===== src/rtl/idli_mem_arb_m.sv =====
// Arbiter and SQI sequencer for the lo/hi memory pair shared by instruction fetch (FE) and load/store (LS).
// Each access is serialised as CMD, ADDR, optional DUMMY and DATA phases. Each phase carries one nibble per GCK on each memory.
module idli_mem_arb_m #(
  parameter int          MAX_BURST = 4,
  parameter logic [7:0]  CMD_RD    = 8'h03,
  parameter logic [7:0]  CMD_WR    = 8'h02
) (
  input  logic        i_arb_gck,
  input  logic        i_arb_rst,
  input  logic        i_arb_fe_req,
  input  logic [15:0] i_arb_fe_addr,
  input  logic        i_arb_fe_seq,
  output logic        o_arb_fe_gnt,
  output logic        o_arb_fe_vld,
  output logic [15:0] o_arb_fe_data,
  input  logic        i_arb_ls_req,
  input  logic        i_arb_ls_wr,
  input  logic [15:0] i_arb_ls_addr,
  input  logic [15:0] i_arb_ls_wdata,
  output logic        o_arb_ls_gnt,
  output logic        o_arb_ls_done,
  output logic [15:0] o_arb_ls_rdata,
  output logic        o_arb_mem_sck_en,
  output logic        o_arb_mem_cs,
  output logic        o_arb_mem_oe,
  output logic [3:0]  o_arb_mem_lo_sio,
  output logic [3:0]  o_arb_mem_hi_sio,
  input  logic [3:0]  i_arb_mem_lo_sio,
  input  logic [3:0]  i_arb_mem_hi_sio
);

  localparam int BW = $clog2(MAX_BURST) + 1;

  typedef enum logic [2:0] {S_IDLE, S_CMD, S_ADDR, S_DUMMY, S_DATA, S_GAP} state_e;

  state_e          state_q, state_d;
  logic [2:0]      cnt_q, cnt_d;
  logic [15:0]     addr_q, addr_d;
  logic [15:0]     wdata_q, wdata_d;
  logic            wr_q, wr_d;
  logic            own_ls_q, own_ls_d;
  logic            last_ls_q, last_ls_d;
  logic [BW-1:0]   burst_q, burst_d;
  logic [3:0]      lo_sh_q, lo_sh_d, hi_sh_q, hi_sh_d;
  logic            fe_gnt_q, fe_gnt_d, ls_gnt_q, ls_gnt_d;
  logic            fe_vld_q, fe_vld_d, ls_done_q, ls_done_d;
  logic [15:0]     fe_data_q, fe_data_d, ls_rdata_q, ls_rdata_d;
  logic            sck_en_q, sck_en_d, cs_q, cs_d, oe_q, oe_d;
  logic [3:0]      lo_sio_q, lo_sio_d, hi_sio_q, hi_sio_d;

  logic            pick_ls;
  logic            active;
  logic [7:0]      cmd;
  logic [23:0]     addr24;
  logic [3:0]      nib;
  logic [15:0]     rd_word;

  // NOTE: every variable written here gets a default first, so no path leaves one unassigned and infers a latch.
  always_comb begin
    state_d    = state_q;
    cnt_d      = cnt_q;
    addr_d     = addr_q;
    wdata_d    = wdata_q;
    wr_d       = wr_q;
    own_ls_d   = own_ls_q;
    last_ls_d  = last_ls_q;
    burst_d    = burst_q;
    lo_sh_d    = lo_sh_q;
    hi_sh_d    = hi_sh_q;
    fe_data_d  = fe_data_q;
    ls_rdata_d = ls_rdata_q;
    fe_gnt_d   = 1'b0;
    ls_gnt_d   = 1'b0;
    fe_vld_d   = 1'b0;
    ls_done_d  = 1'b0;
    pick_ls    = i_arb_ls_req && (!i_arb_fe_req || !last_ls_q);
    rd_word    = {hi_sh_q, i_arb_mem_hi_sio, lo_sh_q, i_arb_mem_lo_sio};

    case (state_q)
      S_IDLE: begin
        if (i_arb_fe_req || i_arb_ls_req) begin
          state_d   = S_CMD;
          cnt_d     = 3'd0;
          burst_d   = '0;
          own_ls_d  = pick_ls;
          last_ls_d = pick_ls;
          if (pick_ls) begin
            addr_d   = i_arb_ls_addr;
            wr_d     = i_arb_ls_wr;
            wdata_d  = i_arb_ls_wdata;
            ls_gnt_d = 1'b1;
          end else begin
            addr_d   = i_arb_fe_addr;
            wr_d     = 1'b0;
            fe_gnt_d = 1'b1;
          end
        end
      end
      S_CMD: begin
        cnt_d = cnt_q + 3'd1;
        if (cnt_q == 3'd1) begin
          state_d = S_ADDR;
          cnt_d   = 3'd0;
        end
      end
      S_ADDR: begin
        cnt_d = cnt_q + 3'd1;
        if (cnt_q == 3'd5) begin
          state_d = wr_q ? S_DATA : S_DUMMY;
          cnt_d   = 3'd0;
        end
      end
      S_DUMMY: begin
        cnt_d = cnt_q + 3'd1;
        if (cnt_q == 3'd1) begin
          state_d = S_DATA;
          cnt_d   = 3'd0;
        end
      end
      S_DATA: begin
        if (cnt_q == 3'd0) begin
          cnt_d   = 3'd1;
          lo_sh_d = i_arb_mem_lo_sio;
          hi_sh_d = i_arb_mem_hi_sio;
        end else begin
          if (own_ls_q) begin
            ls_done_d = 1'b1;
            if (!wr_q) ls_rdata_d = rd_word;
          end else begin
            fe_vld_d  = 1'b1;
            fe_data_d = rd_word;
          end
          // 0xFFFF ends a burst: the chip would continue into 0x10000, which is not this word space.
          if (!own_ls_q && i_arb_fe_seq && addr_q != 16'hFFFF &&
              burst_q < BW'(MAX_BURST - 1) && !i_arb_ls_req) begin
            state_d = S_DATA;
            cnt_d   = 3'd0;
            addr_d  = addr_q + 16'd1;
            burst_d = burst_q + BW'(1);
          end else begin
            state_d = S_GAP;
            cnt_d   = 3'd0;
          end
        end
      end
      S_GAP: begin
        state_d = S_IDLE;
        cnt_d   = 3'd0;
        burst_d = '0;
      end
      default: begin
        state_d = S_IDLE;
        cnt_d   = 3'd0;
      end
    endcase

    // Pin values are decoded from the state being entered so they are registered alongside it.
    active   = (state_d == S_CMD) || (state_d == S_ADDR) || (state_d == S_DUMMY) || (state_d == S_DATA);
    cs_d     = !active;
    sck_en_d = active;
    oe_d     = 1'b0;
    lo_sio_d = 4'h0;
    hi_sio_d = 4'h0;
    cmd      = wr_d ? CMD_WR : CMD_RD;
    addr24   = {8'h00, addr_q};
    case (cnt_d)
      3'd0:    nib = addr24[23:20];
      3'd1:    nib = addr24[19:16];
      3'd2:    nib = addr24[15:12];
      3'd3:    nib = addr24[11:8];
      3'd4:    nib = addr24[7:4];
      default: nib = addr24[3:0];
    endcase

    case (state_d)
      S_CMD: begin
        oe_d     = 1'b1;
        lo_sio_d = cnt_d[0] ? cmd[3:0] : cmd[7:4];
        hi_sio_d = lo_sio_d;
      end
      S_ADDR: begin
        oe_d     = 1'b1;
        lo_sio_d = nib;
        hi_sio_d = nib;
      end
      S_DATA: begin
        if (wr_d) begin
          oe_d     = 1'b1;
          lo_sio_d = cnt_d[0] ? wdata_q[3:0]  : wdata_q[7:4];
          hi_sio_d = cnt_d[0] ? wdata_q[11:8] : wdata_q[15:12];
        end
      end
      default: ;
    endcase
  end

  // NOTE: sequential state uses non-blocking assignments so every flop samples pre-edge values.
  always_ff @(posedge i_arb_gck or posedge i_arb_rst) begin
    if (i_arb_rst) begin
      state_q    <= S_IDLE;
      cnt_q      <= 3'd0;
      addr_q     <= 16'h0000;
      wdata_q    <= 16'h0000;
      wr_q       <= 1'b0;
      own_ls_q   <= 1'b0;
      last_ls_q  <= 1'b1;
      burst_q    <= '0;
      lo_sh_q    <= 4'h0;
      hi_sh_q    <= 4'h0;
      fe_gnt_q   <= 1'b0;
      ls_gnt_q   <= 1'b0;
      fe_vld_q   <= 1'b0;
      ls_done_q  <= 1'b0;
      fe_data_q  <= 16'h0000;
      ls_rdata_q <= 16'h0000;
      sck_en_q   <= 1'b0;
      cs_q       <= 1'b1;
      oe_q       <= 1'b0;
      lo_sio_q   <= 4'h0;
      hi_sio_q   <= 4'h0;
    end else begin
      state_q    <= state_d;
      cnt_q      <= cnt_d;
      addr_q     <= addr_d;
      wdata_q    <= wdata_d;
      wr_q       <= wr_d;
      own_ls_q   <= own_ls_d;
      last_ls_q  <= last_ls_d;
      burst_q    <= burst_d;
      lo_sh_q    <= lo_sh_d;
      hi_sh_q    <= hi_sh_d;
      fe_gnt_q   <= fe_gnt_d;
      ls_gnt_q   <= ls_gnt_d;
      fe_vld_q   <= fe_vld_d;
      ls_done_q  <= ls_done_d;
      fe_data_q  <= fe_data_d;
      ls_rdata_q <= ls_rdata_d;
      sck_en_q   <= sck_en_d;
      cs_q       <= cs_d;
      oe_q       <= oe_d;
      lo_sio_q   <= lo_sio_d;
      hi_sio_q   <= hi_sio_d;
    end
  end

  assign o_arb_fe_gnt     = fe_gnt_q;
  assign o_arb_fe_vld     = fe_vld_q;
  assign o_arb_fe_data    = fe_data_q;
  assign o_arb_ls_gnt     = ls_gnt_q;
  assign o_arb_ls_done    = ls_done_q;
  assign o_arb_ls_rdata   = ls_rdata_q;
  assign o_arb_mem_sck_en = sck_en_q;
  assign o_arb_mem_cs     = cs_q;
  assign o_arb_mem_oe     = oe_q;
  assign o_arb_mem_lo_sio = lo_sio_q;
  assign o_arb_mem_hi_sio = hi_sio_q;

endmodule

===== config.mk =====
export PLATFORM = sky130hd
export DESIGN_NAME = idli_mem_arb_m
export DESIGN_NICKNAME = d
export VERILOG_FILES = /design/src/rtl/idli_mem_arb_m.sv
export SDC_FILE = /design/constraint.sdc
export NUM_CORES = 1
export LEC_CHECK = 0
export ABC_CLOCK_PERIOD_IN_PS = 5900
export CORE_ASPECT_RATIO = 0.75
export CORE_MARGIN = 2
export CORE_UTILIZATION = 45
export DETAILED_ROUTE_END_ITERATION = 16
export PLACE_DENSITY = 0.85
export REMOVE_ABC_BUFFERS = 1
export SYNTH_ARGS = -nofsm -noshare
export SYNTH_HDL_FRONTEND = slang
export SYNTH_SLANG_ARGS = --single-unit

===== constraint.sdc =====
create_clock -name i_arb_gck -period 5.9 [get_ports i_arb_gck]
set_input_delay 0.885 -clock i_arb_gck [delete_from_list [all_inputs] [get_ports i_arb_gck]]
set_output_delay 0.885 -clock i_arb_gck [all_outputs]
set_load 0.05 [all_outputs]

== Word-level counts from Yosys, hierarchy flattened ==
Index checks and enable logic that the tools add are counted.

* Register bits: 99
* Bits of input ports: 62
* Output and inout port bits: 47
* Logic and storage cells: 125

* Add/subtract/negate cells: 3
* Order comparisons: 1
* Eq/ne operators: 19
* Mux-type cells: 48
* Bitwise gates (word level): 3
* Reduce and logical (&&, ||, !) cells: 30

{| class="wikitable"
|+ Operators by type and width
! cell !! number
|-
| 16-bit 2-to-1 mux || 4
|-
| 3-bit 2-to-1 mux || 12
|-
| 16-bit one-hot mux with 2 select lines || 1
|-
| 4-bit one-hot mux with 3 select lines || 2
|-
| 1-bit 2-to-1 mux || 19
|-
| 3-bit by 2-bit equality test with 1-bit output, second input constant || 6
|-
| 16-bit by 1-bit adder with 16-bit output, second input constant || 1
|-
| 4-bit 2-to-1 mux || 4
|-
| 16-bit != test, second input constant || 1
|-
| 4-bit one-hot mux with 4 select lines || 1
|-
| 3-bit equality test, second input constant || 5
|-
| 3-bit one-hot mux with 5 select lines || 1
|-
| 3-bit by 1-bit equality test with 1-bit output, second input constant || 4
|-
| 3-bit one-hot mux with 4 select lines || 1
|-
| 4-bit AND reduction || 3
|-
| 3-bit logical NOT || 3
|-
| 3-bit one-hot mux with 3 select lines || 1
|-
| 3-bit by 1-bit adder with 3-bit output, second input constant || 2
|-
| 2-bit != test, second input constant || 3
|-
| 3-bit AND reduction || 2
|-
| 2-bit OR reduction || 3
|-
| 1-bit logical AND || 5
|-
| 1-bit logical NOT || 5
|-
| 1-bit logical OR || 5
|-
| 7 further kinds || 10
|}

== Longest topological paths before layout ==
Gate-level depths: netlist of run 1.

* Word-level depth: 13
* Gate-level depth with buffers: 9
* Gate-level depth less buffers: 8

== Worst setup path after synthesis of run 1 ==
No wires, ideal clock.

* Kind: reg-to-reg
* Start point: register cnt_q[0]
* End point: register lo_sio_q[1] (netlist: o_arb_mem_lo_sio[1])
* Library setup time: 0.146 ns
* Data arrival time: 2.242 ns
* Data required time: 5.754 ns
* Setup slack: 3.512 ns
* Cell stages (with the launch flop): 8
* Path buffers: 0
* Clock period less this slack: 2.388 ns
* Cell sequence: dfrtp_1 ha_1 and2b_1 mux2_2 o311ai_4 mux2_2 a32oi_1 o211ai_1

* Cells in the longest elaborated chain, start to end: 7
* Elaborated cells between the ends (all ways): 28
* Classes of those cells: 1 x add/sub; 9 x eq/ne; 15 x mux; 3 x reduce/logical

{| class="wikitable"
|+ RTL lines
! what !! line !! text
|-
| start: declaration || 37 || <nowiki>logic [2:0] cnt_q, cnt_d;</nowiki>
|-
| start signal: assignment || 223 || <nowiki>cnt_q <= cnt_d;</nowiki>
|-
| 3-bit by 1-bit adder with 3-bit output, or another cell as far along || 100, 107, 114 ||
|-
| 3-bit 2-to-1 mux, or another cell as far along || 101, 115 ||
|-
| 3-bit one-hot mux with 4 select lines || 79 || <nowiki>case (state_q)</nowiki>
|-
| 3-bit by 1-bit equality test with 1-bit output or 3-bit logical NOT (tied branches) || 166 || <nowiki>case (cnt_d)</nowiki>
|-
| 2-bit OR reduction (no line) || -- ||
|-
| 4-bit one-hot mux with 4 select lines || 166 ||
|-
| 4-bit one-hot mux with 3 select lines (*) || 175 || <nowiki>case (state_d)</nowiki>
|-
| named net lo_sio_d[1] || 49 || <nowiki>logic [3:0] lo_sio_q, lo_sio_d, hi_sio_q, hi_sio_d;</nowiki>
|-
| end signal: assignment || 241 || <nowiki>lo_sio_q <= lo_sio_d;</nowiki>
|-
| end: declaration || 49 ||
|}

Mark *: on every way through the listed nets, which the timed path passes. The rest lies on a longest branch.
A chain may end at the register's enable or synchronous reset.

== Final worst setup path of run 1 ==
* Start point: register state_q[2]
* End point: register lo_sio_q[1] (netlist: o_arb_mem_lo_sio[1])

* Cells in the longest elaborated chain, start to end: 7
* Elaborated cells between the ends (all ways): 28
* Classes of those cells: 11 x eq/ne; 13 x mux; 4 x reduce/logical

{| class="wikitable"
|+ RTL lines
! what !! line !! text
|-
| start: declaration || 36 || <nowiki>state_e state_q, state_d;</nowiki>
|-
| start signal: assignment || 222 || <nowiki>state_q <= state_d;</nowiki>
|-
| 3-bit by 2-bit equality test with 1-bit output or 3-bit by 1-bit equality test with 1-bit output (tied branches) || 79 ||
|-
| 2-bit OR reduction (no line) || -- ||
|-
| 3-bit one-hot mux with 4 select lines || 79 ||
|-
| 3-bit by 1-bit equality test with 1-bit output or 3-bit logical NOT (tied branches) || 166 ||
|-
| 2-bit OR reduction (no line) || -- ||
|-
| 4-bit one-hot mux with 4 select lines || 166 ||
|-
| 4-bit one-hot mux with 3 select lines (*) || 175 ||
|-
| named net lo_sio_d[1] || 49 ||
|}

Marked as above.

==> flow_summary.toml, run 1 <==
[timing]
clock.fmax_ghz = 0.308
finalWorstPathRequiredPeriod_ns = 3.25
finalHoldViolCount = 0
slew-limit-headroom_pct = 15.6
post-route-period-util_pct = 55.1
finalMaxSlewViolations = 0
finalSetupTns_ns = 0
grt_setup_unrepaired = "no"
finalSetupViolations = 0
fin_worst_skew_ns = 0.00699
tightest_slew_ns = 1.27

[cts]
cts_tree = "yes"
cts_buffers = 9
cts_buffer_depth = 2
cts_setup_buffers = 0
ctsHoldBuffers = 0
insertion_delay_ns = 0.35
h-tree-depth = 3
clk_root_buffer_cell = "clkbuf_16"
cts_sinks = 99
clk_pin_slew_ns = 0.07
ctsResizeCount = 0

[detailed_routing]
drt_iter0_drc = 292
via_per_inst = 5.52
wire_per_inst_um = 17.7
antenna_left = 0
wl_mm = 11.5
vias = 3578
dr.pass1.iters = 4
route.detailed.drc = 0

[synthesis]
synthFlopType = "dfrtp_1"
synth_top_area_share_pct = 50.3
avgSynthCellArea_um2 = 11.9
ys_async_sr_fraction_pct = 100
netlist_top_cells_area = "dfrtp_1, mux2_2, mux2i_1"
ys_seq_area_share_pct = 51.4
netlist_area_um2 = 4830
synth_most_common_cell = "dfrtp_1"
yosysUniqueCellTypes = 65
yosys.area.top_type = "dfrtp_1"
synth_seq_cells = 99
synthTopCellsByCount = "dfrtp_1, mux2_2, nor2_1"
syn_inst = 406
yosysWarnings = 0
synth_edf_count = 0

[grt]
grt.total_usage_pct = 20.9
grt_first_pass_wirelength_mm = 18.5
antenna_found_initial = 0
grt.overflow.total = 0
grt_pass1_vias = 3608
grt_max_degree = 54

[die]
rows = 32
die_area_um2 = 11600
die_x_um = 124
initial_utilization_pct = 46.5
ios = 109
core_area_um2 = 10400
die_h_um = 93.7

[setup_path]
end_kind = "flop"
crit_arrival_ns = 3.46
crit_type = "flop to flop"
cp.required_ns = 6.10
slowest_stage = "nor3b_4"
critical_path.max_fanout = 18
cp_cell_sequence = "nor3b_4 > nand3b_2 > o311ai_4 > mux2_2 > a32oi_1 > o211ai_1"
cp-start-kind = "flop"
slowest_delay_ns = 0.75

[pwr]
pwr_density_cell_nw_per_um2 = 586
combPwrFrac_pct = 48.1
p_total_mw = 3.71
p_int_mw = 2.15
vdd_drop_max_uv = 384
p_seq_share_pct = 33.4
sw_frac_of_total_pct = 42.2
p_clk_share_pct = 18.5
p_switching_mw = 1.57
power_leakage_nw = 2.67

[placed_design]
place_congestion = 0.836
dpl.cell_count = 632
hpwl_mm = 8.17
portBuffers = 108

[layout]
drive_gt1_share_pct = 18.9
final_cells = 648
syn2layout_area_growth_pct = 31.4
nNetsFinal = 574
utilization_pct = 61.2
diodes = 0

[job]
cap_violations = 0

[outcome]
status = "finished, final reports clean"

[min_path]
hold_class = "flop to flop"
==> power groups by stage <==
| stage | Sequential [mW] | Clock, mW | Combinational [mW] |
|---|---|---|---|
| final | 1.24 | 0.688 | 1.79 |
| after global routing | 1.28 | 0.736 | 1.90 |
| after CTS | 1.24 | 0.703 | 1.79 |
| after detailed placement | 1.25 | 0 | 1.77 |
| after global placement | 1.22 | 0 | 1.73 |
| after floorplan | 1.63 | 0 | 0.826 |
==> cell usage in the layout (no fill, tap or decap), types with 2 or more instances in the layout <==
cell type        Yosys  routed
mux2_2              62      62
o21ai_0             11      11
and2_1               2       2
nand4_1              3       3
nor2b_1              2       2
o2111ai_1            2       2
nand2_1             25      25
o211ai_1             3       3
dfstp_2              2       2
bufinv_16            0       3
and3_1               3       3
a211oi_1             3       3
o311ai_1             2       2
buf_4                4       2
a21oi_1             20      20
inv_1                8       7
o22a_1              11      11
nand4b_1             2       2
clkbuf_16            0       9
a31oi_1              6       6
nor2_1              26      26
a32oi_1              3       3
a22oi_1              4       4
nor3_1               8       8
o221ai_1             4       4
o311a_1              2       2
a21o_1               2       2
ha_1                 5       5
nand3_1             11      11
clkdlybuf4s50_1      0     108
mux2i_1             25      25
dfrtp_1             97      97
==> per-stage QoR <==
stage | worst slack (ns) | hold slack, ns | cell area, um^2
floorplan | 1.65 | 0.437 | 4710
global placement | 2.51 | 0.468 | 5980
detailed placement | 2.37 | 0.474 | 5980
CTS | 2.65 | 0.487 | 6340
global route | 2.42 | 0.500 | 6340
finish | 2.65 | 0.481 | 6340
==> cell families (layout without fill, tap and decap cells) <==
logic type | count (synthesis) | after routing | share of synthesized area [%]
and+or+nand+nor | 96 | 96 | 10.2
xor gates and xnor gates | 2 | 2 | 0.363
DFF | 99 | 99 | 51.4
muxes | 88 | 88 | 20.0
adders and majority gates | 5 | 5 | 1.30
buffers and inverters | 29 | 135 | 3.11
AOI/OAI and AO/OA | 87 | 87 | 13.7
==> per-layer routing <==
layer	vias to the layer above	wire (um)	track usage, %	share of wire (%)
li1	1703	-	-	-
met1	1755	5140	28.2	45
met2	111	5530	33.5	48
met3	9	720	6.31	6.3
met4	0	91	4.36	0.79
met5	-	0	0	0
==> critical path: cells and delay by family, from the launching register on <==
| family | cells | cell delay, ns |
|---|---|---|
| DFF | 1 | 0.68 |
| muxes | 1 | 0.42 |
| AOI/OAI and AO/OA | 3 | 0.74 |
| and+or+nand+nor | 2 | 1.26 |
==> final cells by class <==
type | instances | area [um^2]
clock inverter | 7 | 134
fill | 819 | 4030
clock buffer | 9 | 225
multi-input combinational | 278 | 2200
sequential | 99 | 2480
timing repair buffer | 110 | 1100
tap | 136 | 170
inverter | 9 | 36.3
==> state kept, by name (all words and copies together), names as in the netlist, 3 cells and up <==
name / flops
addr_q: 16
burst_q: 3
cnt_q: 3
hi_sh_q: 4
lo_sh_q: 4
o_arb_fe_data: 16
o_arb_ls_rdata: 16
o_arb_mem_hi_sio: 4
o_arb_mem_lo_sio: 4
state_q: 3
wdata_q: 16
==> final timing paths <==
path                            start                   to  slack [ns]  cells after the start
hold reg to reg             last_ls_q            last_ls_q        0.48                      2
setup / recovery           state_q[2]  o_arb_mem_lo_sio[1]        2.65                      6
hold / removal              last_ls_q            last_ls_q        0.48                      2
min in group asynchronous   i_arb_rst           wdata_q[9]        0.95                      2
setup reg to reg           state_q[2]  o_arb_mem_lo_sio[1]        2.65                      6
max in group asynchronous   i_arb_rst    o_arb_fe_data[12]        3.86                      3
Note: power is estimated with default switching activity, not from simulation.
==> run 2, diff against run 1 <==
--- a/config.mk
+++ b/config.mk
@@ -5,12 +5,12 @@
 export SDC_FILE = /design/constraint.sdc
 export NUM_CORES = 1
 export LEC_CHECK = 0
-export ABC_CLOCK_PERIOD_IN_PS = 5900
+export ABC_CLOCK_PERIOD_IN_PS = 2850
 export CORE_ASPECT_RATIO = 0.75
 export CORE_MARGIN = 2
 export CORE_UTILIZATION = 45
 export DETAILED_ROUTE_END_ITERATION = 16
-export PLACE_DENSITY = 0.85
+export PLACE_DENSITY = 0.88
 export REMOVE_ABC_BUFFERS = 1
 export SYNTH_ARGS = -nofsm -noshare
 export SYNTH_HDL_FRONTEND = slang
==> constraint.sdc (replaced) <==
create_clock -name i_arb_gck -period 2.85 [get_ports i_arb_gck]
set_input_delay 0.4275 -clock i_arb_gck [delete_from_list [all_inputs] [get_ports i_arb_gck]]
set_output_delay 0.4275 -clock i_arb_gck [all_outputs]
set_load 0.05 [all_outputs]
==> run 2 against run 1 <==
  * Sequential share of layout area shrank 0.25 points
  * Power increased by 100%
  * Design area increased by 0.65%
  * Critical path type unchanged
  * Via count increased by 3.3%
  * Worst setup slack lost 2.4 ns
  * Critical path depth rose by 2
  * Final cell count grew 1.9%
  * Highest routed layer unchanged
  * Sequential cell count unchanged
  * Maximum frequency up 25%
==> flow_summary.toml, run 2 (synthesis results as in run 1) <==
[setup_path]
worstReg2RegStart = "cnt_q[0]"
critical_path.max_fanout = 11
rr_endpoint = "o_arb_mem_lo_sio[0]"
slowest_delay_ns = 0.47
crit_start = "cnt_q[0]"
crit_type = "flop to flop"
cp.required_ns = 3.07
cp_cell_sequence = "ha_1 > and2b_1 > mux2_2 > o311ai_4 > buf_4 > mux2i_1 > nor2_1 > nand4b_1"
cp-start-kind = "flop"
endpoint = "o_arb_mem_lo_sio[0]"
reg2reg_slack_ns = 0.25
crit_arrival_ns = 2.81
end_kind = "flop"
ff2ff_path_depth = 8
slowest_stage = "dfrtp_1"

[timing]
finalHoldViolCount = 0
grt_setup_unrepaired = "no"
layout_setup_ws_ns = 0.253
clock.fmax_ghz = 0.385
fin_worst_skew_ns = 0.00921
slew-limit-headroom_pct = 43.9
finalSetupViolations = 0
post-route-period-util_pct = 91.1
finalMaxSlewViolations = 0
tightest_slew_ns = 0.821
finalWorstPathRequiredPeriod_ns = 2.60

[detailed_routing]
drt_iter0_drc = 237
dr.pass1.iters = 4
antenna_left = 0
wire_per_inst_um = 17.6
vias = 3697
wl_mm = 11.6
via_per_inst = 5.60
route.detailed.drc = 0

[grt]
grt_pass1_vias = 3734
grt_first_pass_wirelength_mm = 18.7
grt.total_usage_pct = 20.8
antenna_found_initial = 0
grt_max_degree = 70
grt.overflow.total = 0

[die]
die_area_um2 = 11600
die_x_um = 124
ios = 109
rows = 32
initial_utilization_pct = 46.5
core_area_um2 = 10400
die_h_um = 93.7

[cts]
cts_sinks = 99
insertion_delay_ns = 0.34
ctsHoldBuffers = 0
cts_tree = "yes"
ctsResizeCount = 0
cts_buffers = 9
clk_root_buffer_cell = "clkbuf_16"
cts_buffer_depth = 2
h-tree-depth = 3
clk_pin_slew_ns = 0.07
cts_setup_buffers = 0

[layout]
layout_commonest_cell = "clkdlybuf4s50_1"
nNetsFinal = 586
fillers = 787
syn2layout_area_growth_pct = 32.2
ff_latch_area_um2 = 2480
final_cell_mix = "clkdlybuf4s50_1, dfrtp_1, mux2_2"
drive_gt1_share_pct = 20.6
final_cells = 660
diodes = 0
multiInputGateArea_um2 = 2200

[placed_design]
place_congestion = 0.877
hpwl_mm = 8.38
dpl.cell_count = 644
portBuffers = 108
pre_cts_ws_ns = 0.294

[min_path]
hold_class = "primary input to async pin"

[pwr]
pwr_density_cell_nw_per_um2 = 1180
power_leakage_nw = 2.70
vdd_drop_max_uv = 737

[outcome]
status = "finished, final reports clean"

[job]
cap_violations = 0
==> run 2: cell count changes in the layout (fill, tap and decap cells not counted), sizes merged <==
| cell | before | now |
|---|---|---|
| buf | 2 | 14 |
| bufinv | 3 | 0 |
| clkbuf | 9 | 11 |
| clkinvlp | 1 | 2 |
==> run 2: critical path, delay by kind of cell, from the launching register on <==
family	cells	cell delay, ns
AND/OR/NAND/NOR	3	0.45
buffers and inverters	1	0.29
multiplexers	2	0.61
AO/OA/AOI/OAI	1	0.36
flip-flops	1	0.47
adder cells (fa/ha/maj)	1	0.29
==> run 2: worst min path at each step <==
stage | to | slack, ns | cells after the start
final | o_arb_ls_rdata[6] | 0.44 | 2
after global routing | o_arb_ls_rdata[6] | 0.48 | 2
after global placement | last_ls_q | 0.45 | 2
after detailed placement | o_arb_ls_rdata[4] | 0.49 | 1
after CTS | o_arb_fe_data[0] | 0.46 | 2
after floorplan | last_ls_q | 0.44 | 2
==> run 2: cell type report <==
| cell class | instances | share of cell area, % |
|---|---|---|
| flip-flops and latches | 99 | 38.8 |
| multi-input cells | 278 | 34.5 |
| repair buffers | 122 | 19.0 |
| clock buffers | 11 | 3.80 |
| well taps | 136 | 2.67 |
| clock inverters | 5 | 0.686 |
| inverters | 9 | 0.549 |
==> run 2: routing by layer <==
layer / routed length (um) / part of all wire, % / global-route usage, %
met2: 5450 / 47 / 31.2
met4: 120 / 1.0 / 5.97
met5: 0 / 0 / 0
met3: 664 / 5.7 / 5.52
met1: 5390 / 46 / 29.8
==> run 2: where the power goes <==
| part | switching (mW) | internal [mW] |
|---|---|---|
| Combinational | 2.16 | 1.61 |
| Sequential | 0.564 | 2.04 |
| Clock | 0.541 | 0.629 |
| Total | 3.27 | 4.27 |
==> run 2: through the flow <==
| stage | hold slack, ns | util [%] | setup TNS (ns) | instance area [um^2] | power (mW) |
|---|---|---|---|---|---|
| final | 0.444 | 61.6 | 0 | 6380 | 7.54 |
| after global routing | 0.482 | 61.6 | 0 | 6380 | 7.95 |
| after CTS | 0.463 | 61.6 | 0 | 6380 | 7.56 |
| after detailed placement | 0.494 | 58.8 | 0 | 6100 | 6.36 |
| after global placement | 0.452 | 58.8 | 0 | 6100 | 6.22 |
| after floorplan | 0.437 | - | -33.33 | 4710 | 5.09 |
